`src/rtl/pla_exhaustive_driver_pkg.sv`:
```
// Shared types and constants for the PLA exhaustive sweep harness.
// Holds the FSM states, CRC defaults and the ones-count width helper.
package pla_harness_pkg;

   typedef enum logic [1:0] {
      ST_IDLE,
      ST_RUN,
      ST_DRAIN,
      ST_DONE
   } state_t;

   localparam logic [15:0] CRC_POLY = 16'h1021;
   localparam logic [15:0] CRC_SEED = 16'hFFFF;

   // Bits needed to count 0..2^n ones.
   function automatic int cnt_w(input int n);
      return $clog2((1 << n) + 1);
   endfunction

endpackage

```
`src/rtl/pla_exhaustive_driver_if.sv`:
```
// Handshake and result bus between the sweep harness and its user.
// master = harness side, slave = controller / netlist side.
interface pla_exhaustive_driver_if #(
   parameter int N_IN  = 8,
   parameter int SIG_W = 16
);
   logic              start;
   logic              hold;
   logic              y_in;
   logic [N_IN-1:0]   x;
   logic              busy;
   logic              done;
   logic [N_IN:0]     ones_cnt;
   logic [SIG_W-1:0]  signature;

   modport master (
      input  start, hold, y_in,
      output x, busy, done, ones_cnt, signature
   );

   modport slave (
      output start, hold, y_in,
      input  x, busy, done, ones_cnt, signature
   );
endinterface

```
`src/rtl/pla_exhaustive_driver_sig.sv`:
```
// Response compactor: ones counter plus serial CRC signature.
// One instance per netlist output bit.
module pla_sig_compactor #(
   parameter int               CNT_W    = 9,
   parameter int               SIG_W    = 16,
   parameter logic [SIG_W-1:0] POLY     = 16'h1021,
   parameter logic [SIG_W-1:0] SIG_INIT = 16'hFFFF
) (
   input  logic             clk,
   input  logic             rst,
   input  logic             i_clear,
   input  logic             i_sample_en,
   input  logic             i_sample_bit,
   output logic [CNT_W-1:0] o_ones_cnt,
   output logic [SIG_W-1:0] o_signature
);
   logic [CNT_W-1:0] r_cnt;
   logic [SIG_W-1:0] r_sig;
   logic             w_fb;

   assign w_fb = r_sig[SIG_W-1] ^ i_sample_bit;

   // Count ones and shift CRC on every valid sample; clear reloads the seed.
   always_ff @(posedge clk) begin
      if (rst || i_clear) begin
         r_cnt <= '0;
         r_sig <= SIG_INIT;
      end else if (i_sample_en) begin
         r_cnt <= r_cnt + CNT_W'(i_sample_bit);
         r_sig <= (r_sig << 1) ^ (w_fb ? POLY : '0);
      end
   end

   assign o_ones_cnt  = r_cnt;
   assign o_signature = r_sig;
endmodule

```
`src/rtl/pla_exhaustive_driver.sv`:
```
// Exhaustive input sweep for a combinational PLA netlist.
// Issues every vector once, samples y after LAT cycles, compacts responses.
module pla_exhaustive_driver
   import pla_harness_pkg::*;
#(
   parameter int               N_IN     = 8,
   parameter int               LAT      = 0,
   parameter int               SIG_W    = 16,
   parameter logic [SIG_W-1:0] POLY     = SIG_W'(CRC_POLY),
   parameter logic [SIG_W-1:0] SIG_INIT = SIG_W'(CRC_SEED)
) (
   input logic                    clk,
   input logic                    rst,
   pla_exhaustive_driver_if.master bus
);
   localparam int            CW     = cnt_w(N_IN);
   localparam logic [N_IN:0] VC_END = (N_IN+1)'((1 << N_IN) - 1);
   localparam logic [N_IN:0] VC_ONE = (N_IN+1)'(1);
   localparam logic [N_IN-1:0] X_ONE = N_IN'(1);

   state_t          r_state;
   state_t          w_state_nxt;
   logic [N_IN:0]   r_vc;
   logic [N_IN-1:0] r_x;
   logic            w_start_ok;
   logic            w_issue;
   logic            w_last;
   logic            w_tok;
   logic            w_dl_empty;
   logic [CW-1:0]   w_ones;
   logic [SIG_W-1:0] w_sig;

   assign w_start_ok = bus.start &&
                       ((r_state == ST_IDLE) || (r_state == ST_DONE));
   assign w_issue    = (r_state == ST_RUN) && !bus.hold;
   assign w_last     = w_issue && (r_vc == VC_END);

   // State register.
   always_ff @(posedge clk) begin
      if (rst) r_state <= ST_IDLE;
      else     r_state <= w_state_nxt;
   end

   // Next-state logic; DRAIN waits for the delay line to empty.
   always_comb begin
      w_state_nxt = r_state;
      unique case (r_state)
         ST_IDLE:  if (w_start_ok) w_state_nxt = ST_RUN;
         ST_DONE:  if (w_start_ok) w_state_nxt = ST_RUN;
         ST_RUN:   if (w_last)     w_state_nxt = ST_DRAIN;
         ST_DRAIN: if (w_dl_empty) w_state_nxt = ST_DONE;
      endcase
   end

   // Vector counter; x shows the pending vector and freezes on the last one.
   always_ff @(posedge clk) begin
      if (rst || w_start_ok) begin
         r_vc <= '0;
         r_x  <= '0;
      end else if (w_issue) begin
         r_vc <= r_vc + VC_ONE;
         if (!w_last) r_x <= r_x + X_ONE;
      end
   end

   generate
      if (LAT == 0) begin : g_nodl
         assign w_tok      = w_issue;
         assign w_dl_empty = 1'b1;
      end else begin : g_dl
         logic [LAT-1:0] r_dl;
         // Issue tokens shift through LAT stages; bubbles when held.
         always_ff @(posedge clk) begin
            if (rst) r_dl <= '0;
            else     r_dl <= LAT'({r_dl, w_issue});
         end
         assign w_tok      = r_dl[LAT-1];
         assign w_dl_empty = ~|r_dl;
      end
   endgenerate

   pla_sig_compactor #(
      .CNT_W    (CW),
      .SIG_W    (SIG_W),
      .POLY     (POLY),
      .SIG_INIT (SIG_INIT)
   ) u_sig (
      .clk          (clk),
      .rst          (rst),
      .i_clear      (w_start_ok),
      .i_sample_en  (w_tok),
      .i_sample_bit (bus.y_in),
      .o_ones_cnt   (w_ones),
      .o_signature  (w_sig)
   );

   assign bus.x         = r_x;
   assign bus.busy      = (r_state == ST_RUN) || (r_state == ST_DRAIN);
   assign bus.done      = (r_state == ST_DONE);
   assign bus.ones_cnt  = (N_IN+1)'(w_ones);
   assign bus.signature = w_sig;
endmodule
```
`src/flat_wrapper.sv`:
```
// flat-port wrapper written by rule: the top's interface ports become plain ports
module pla_exhaustive_driver_flat import pla_harness_pkg::*;
#(
   parameter int               N_IN     = 8,
   parameter int               LAT      = 0,
   parameter int               SIG_W    = 16,
   parameter logic [SIG_W-1:0] POLY     = SIG_W'(CRC_POLY),
   parameter logic [SIG_W-1:0] SIG_INIT = SIG_W'(CRC_SEED)
)
  (clk, rst, bus_start, bus_hold, bus_y_in, bus_x, bus_busy, bus_done, bus_ones_cnt, bus_signature);
  pla_exhaustive_driver_if #(.N_IN(N_IN), .SIG_W(SIG_W)) bus_i ();
  input logic clk;
  input logic rst;
  input wire logic [$bits(bus_i.start)-1:0] bus_start;
  input wire logic [$bits(bus_i.hold)-1:0] bus_hold;
  input wire logic [$bits(bus_i.y_in)-1:0] bus_y_in;
  output wire logic [$bits(bus_i.x)-1:0] bus_x;
  output wire logic [$bits(bus_i.busy)-1:0] bus_busy;
  output wire logic [$bits(bus_i.done)-1:0] bus_done;
  output wire logic [$bits(bus_i.ones_cnt)-1:0] bus_ones_cnt;
  output wire logic [$bits(bus_i.signature)-1:0] bus_signature;
  assign bus_i.start = bus_start;
  assign bus_i.hold = bus_hold;
  assign bus_i.y_in = bus_y_in;
  assign bus_x = bus_i.x;
  assign bus_busy = bus_i.busy;
  assign bus_done = bus_i.done;
  assign bus_ones_cnt = bus_i.ones_cnt;
  assign bus_signature = bus_i.signature;
  pla_exhaustive_driver #(.N_IN(N_IN), .LAT(LAT), .SIG_W(SIG_W), .POLY(POLY), .SIG_INIT(SIG_INIT)) u_core (.clk(clk), .rst(rst), .bus(bus_i));
endmodule
```
`config.mk`:
```
export PLATFORM = sky130hd
export DESIGN_NAME = pla_exhaustive_driver_flat
export DESIGN_NICKNAME = d
export VERILOG_FILES = /design/src/rtl/pla_exhaustive_driver_pkg.sv /design/src/rtl/pla_exhaustive_driver_if.sv /design/src/rtl/pla_exhaustive_driver_sig.sv /design/src/rtl/pla_exhaustive_driver.sv /design/src/flat_wrapper.sv
export SDC_FILE = /design/constraint.sdc
export NUM_CORES = 1
export LEC_CHECK = 0
export ABC_AREA = 0
export BUFFER_PORTS_ARGS = -buffer_cell sky130_fd_sc_hd__buf_4
export CORE_MARGIN = 2
export CORE_UTILIZATION = 47
export CTS_BUF_LIST = sky130_fd_sc_hd__clkbuf_4
export DETAILED_ROUTE_END_ITERATION = 12
export GPL_TIMING_DRIVEN = 0
export PLACE_DENSITY = 0.7
export SLEW_MARGIN = 10
export SYNTH_ARGS = -nofsm -noshare
export SYNTH_HDL_FRONTEND = slang
export SYNTH_SLANG_ARGS = --single-unit
```
`constraint.sdc`:
```
create_clock -name clk -period 2.1 [get_ports clk]
set_clock_uncertainty 0.1 [all_clocks]
set_input_delay 0.315 -clock clk [delete_from_list [all_inputs] [get_ports clk]]
set_output_delay 0.315 -clock clk [all_outputs]
set_load 0.02 [all_outputs]
```
==> metrics.txt <==
DRC=0; Cells after Synth=220; Pre-antenna DRT Iters=4; RSZ-0062 raised after global routing=false; Die Ht=69.0 um; first-pass GRT wire length=6150 um; P&R area growth vs syn=20.5%; routed vias/inst=4.94; fmax=505 MHz; RD Place Congestion=0.739; worst-path fanout max=5; initial antenna violation count=0; leakage=0.00106 uW; # IOs=40; crit path time final=1.98 ns; Max Cap Viol=0; status=finished, final reports clean; sequential area share after synthesis=44.3%; Remaining Overflow, GRT=0; DR iter-0 viols=51; Peak supply drop=642 uV; Post-Syn Area per Cell=9.03 um2; crit path capture type=flop; core area=0.00403 mm2; routed len/inst=11.6 um; endpoints failing setup=0; post-cts resize count=0; total CTS buffers=5; CTS H-tree depth=2; Synth Net Count=232; Hold Buf Count CTS=0; fraction of layout cells with a size suffix above 1=24.3%; Initial Util=49.3%; GRT Total Usage=15.8%; data required time of the critical path=2.24 ns; pin count of the biggest net entering global routing=14; sequential cell area=881 um2; startpoint types=flop; final hold slack=0.0304 ns; chip width=69.0 um; slew margin rel.=68.1%; Yosys reg bits=44; clock buffer depth=2; Slew Limit Fails=0; final period utilization=94.2%; Post-DP HPWL=2670 um; TritonCTS clock tree=done; arrival time worst endpoint=2.12 ns; number of global-route vias before repair=1359; clock sinks=44; worst setup path category=reg -> reg; final wirelength=3690 um; Fin. Hold Viols=0; Hold Crit Class=in -> reg; total power per unit cell area=890 mW/mm2; Antenna diodes=0; die area=0.00476 mm2; worst-margin pin slew=0.479 ns; YS warnings=0; IO Port Bufs=39; Routed Antenna Nets=0; library cells used by synthesis=33; area of the multi-input gates=0.00100 mm2; setup TNS=0 ns; fillcell total=367; Clk Latency, worst-skew pair=0.36 ns; clk root buf=clkbuf_4; FP Rows=23; clk slew on worst S/H paths=0.13 ns; buffer count from post-CTS setup fixing=0; Mapped Area=0.00199 mm2; Vias=1566; Final nets=278
## path summary, 6_finish.rpt
| check | slack [ns] | from | end | depth (start not counted) |
|---|---|---|---|---|
| max | 0.12 | u_core.r_vc[0]$_SDFFE_PP0N_ | u_core.bus.x[7]$_SDFFE_PP0P_ | 8 |
| min | 0.03 | rst | u_core.r_state[0]$_SDFFE_PP0P_ | 2 |
| max reg2reg | 0.12 | u_core.r_vc[0]$_SDFFE_PP0N_ | u_core.bus.x[7]$_SDFFE_PP0P_ | 8 |
| min reg2reg | 0.39 | u_core.r_vc[1]$_SDFFE_PP0N_ | u_core.r_vc[1]$_SDFFE_PP0N_ | 2 |
## state kept, by name (all words and copies together) (netlist names)
name / count
u_core.r_vc: 9
u_core.u_sig.o_signature: 16
u_core.u_sig.o_ones_cnt: 9
u_core.bus.x: 8
u_core.r_state: 2
## worst max-delay path, stage by stage (launching register included)
cell,delay (ns)
dfxtp_1,0.36
ha_1,0.25
nand3_1,0.09
nor2_1,0.05
ha_1,0.24
nand4b_1,0.31
nor4_4,0.27
xnor2_1,0.14
nor2_1,0.05
## metal layers
layer,GRT usage (%),vias to the layer above,wire length (um)
met5,0,-,0
met4,5.23,0,46
met3,5.99,7,246
met2,24.1,35,1580
met1,20.5,702,1810
li1,-,822,-
## logic make-up (layout without fill, tap and decap cells)
family / after synthesis / after routing / synth area share, %
xor gates and xnor gates: 22 / 22 / 9.70
buffers and inverters: 17 / 64 / 5.16
adders and majority gates: 7 / 7 / 4.41
DFF: 44 / 44 / 44.3
AOI/OAI and AO/OA: 22 / 22 / 6.05
and+or+nand+nor: 108 / 108 / 30.4
## area by class of cell
| type | instances | area share [%] |
|---|---|---|
| Clock inverter | 3 | 0.575 |
| Timing Repair Buffer | 39 | 12.2 |
| Sequential cell | 44 | 36.8 |
| Buffer | 11 | 3.35 |
| Multi-Input combinational cell | 159 | 41.9 |
| Inverter | 6 | 0.941 |
| Clock buffer | 5 | 1.57 |
| Tap cell | 50 | 2.61 |
## cell usage in the layout (no fill, tap or decap), types with 3 or more instances in the layout
master,count
nand2_1,44
dfxtp_1,44
buf_4,41
nor2_1,22
nand3_1,17
xnor2_1,13
a21oi_1,11
xor2_1,9
o21ai_0,7
ha_1,7
inv_1,6
nand4_1,5
nor4_4,5
clkbuf_4,5
buf_2,3
clkbuf_1,3
## metrics by stage
stage | util (%) | cells | power, uW | worst slack (ns) | instance area, um2
6_report | 59.4 | 317 | 2130 | 0.121 | 2390
5_1_grt | 59.4 | 317 | 2290 | 0.0127 | 2390
4_1_cts | 59.4 | 317 | 2160 | 0.0894 | 2390
3_5_place_dp | 58.1 | 309 | 1770 | 0.117 | 2340
3_3_place_gp | 58.1 | 309 | 1760 | 0.144 | 2340
2_1_floorplan | - | 220 | 1540 | 0.268 | 1990
## report_power, final
| group | internal (uW) | switching [uW] | total [uW] |
|---|---|---|---|
| Combinational | 310 | 446 | 755 |
| Sequential | 919 | 65.8 | 984 |
| Clock | 123 | 268 | 391 |
| Total | 1350 | 780 | 2130 |
## synthesized netlist by cell type
library cell / instances / share of area, %
buf_2: 3 / 0.76
nand2b_1: 1 / 0.32
or3_1: 2 / 0.63
nor3b_2: 1 / 0.63
buf_1: 1 / 0.19
a21oi_1: 11 / 2.8
xor2_1: 9 / 4.0
and3_1: 1 / 0.32
o211ai_1: 1 / 0.38
o21ai_0: 7 / 1.8
xnor2_1: 13 / 5.7
a211oi_1: 1 / 0.38
and2b_1: 1 / 0.38
buf_8: 1 / 0.76
ha_1: 7 / 4.4
nor3_1: 2 / 0.50
nor4_4: 5 / 5.4
nor2_1: 22 / 4.2
dfxtp_1: 44 / 44
nand4_1: 5 / 1.6
or2_2: 2 / 0.63
buf_12: 1 / 1.0
a21o_1: 1 / 0.38
inv_1: 6 / 1.1
nand2_1: 44 / 8.3
nand3_1: 17 / 4.3
nor3_2: 1 / 0.50
buf_4: 2 / 0.76
nand2b_4: 1 / 0.69
clkbuf_1: 3 / 0.57
nand4b_1: 1 / 0.44
nor3_4: 2 / 1.6
a21boi_0: 1 / 0.38
No activity file was read; power rests on OpenSTA's default activity.
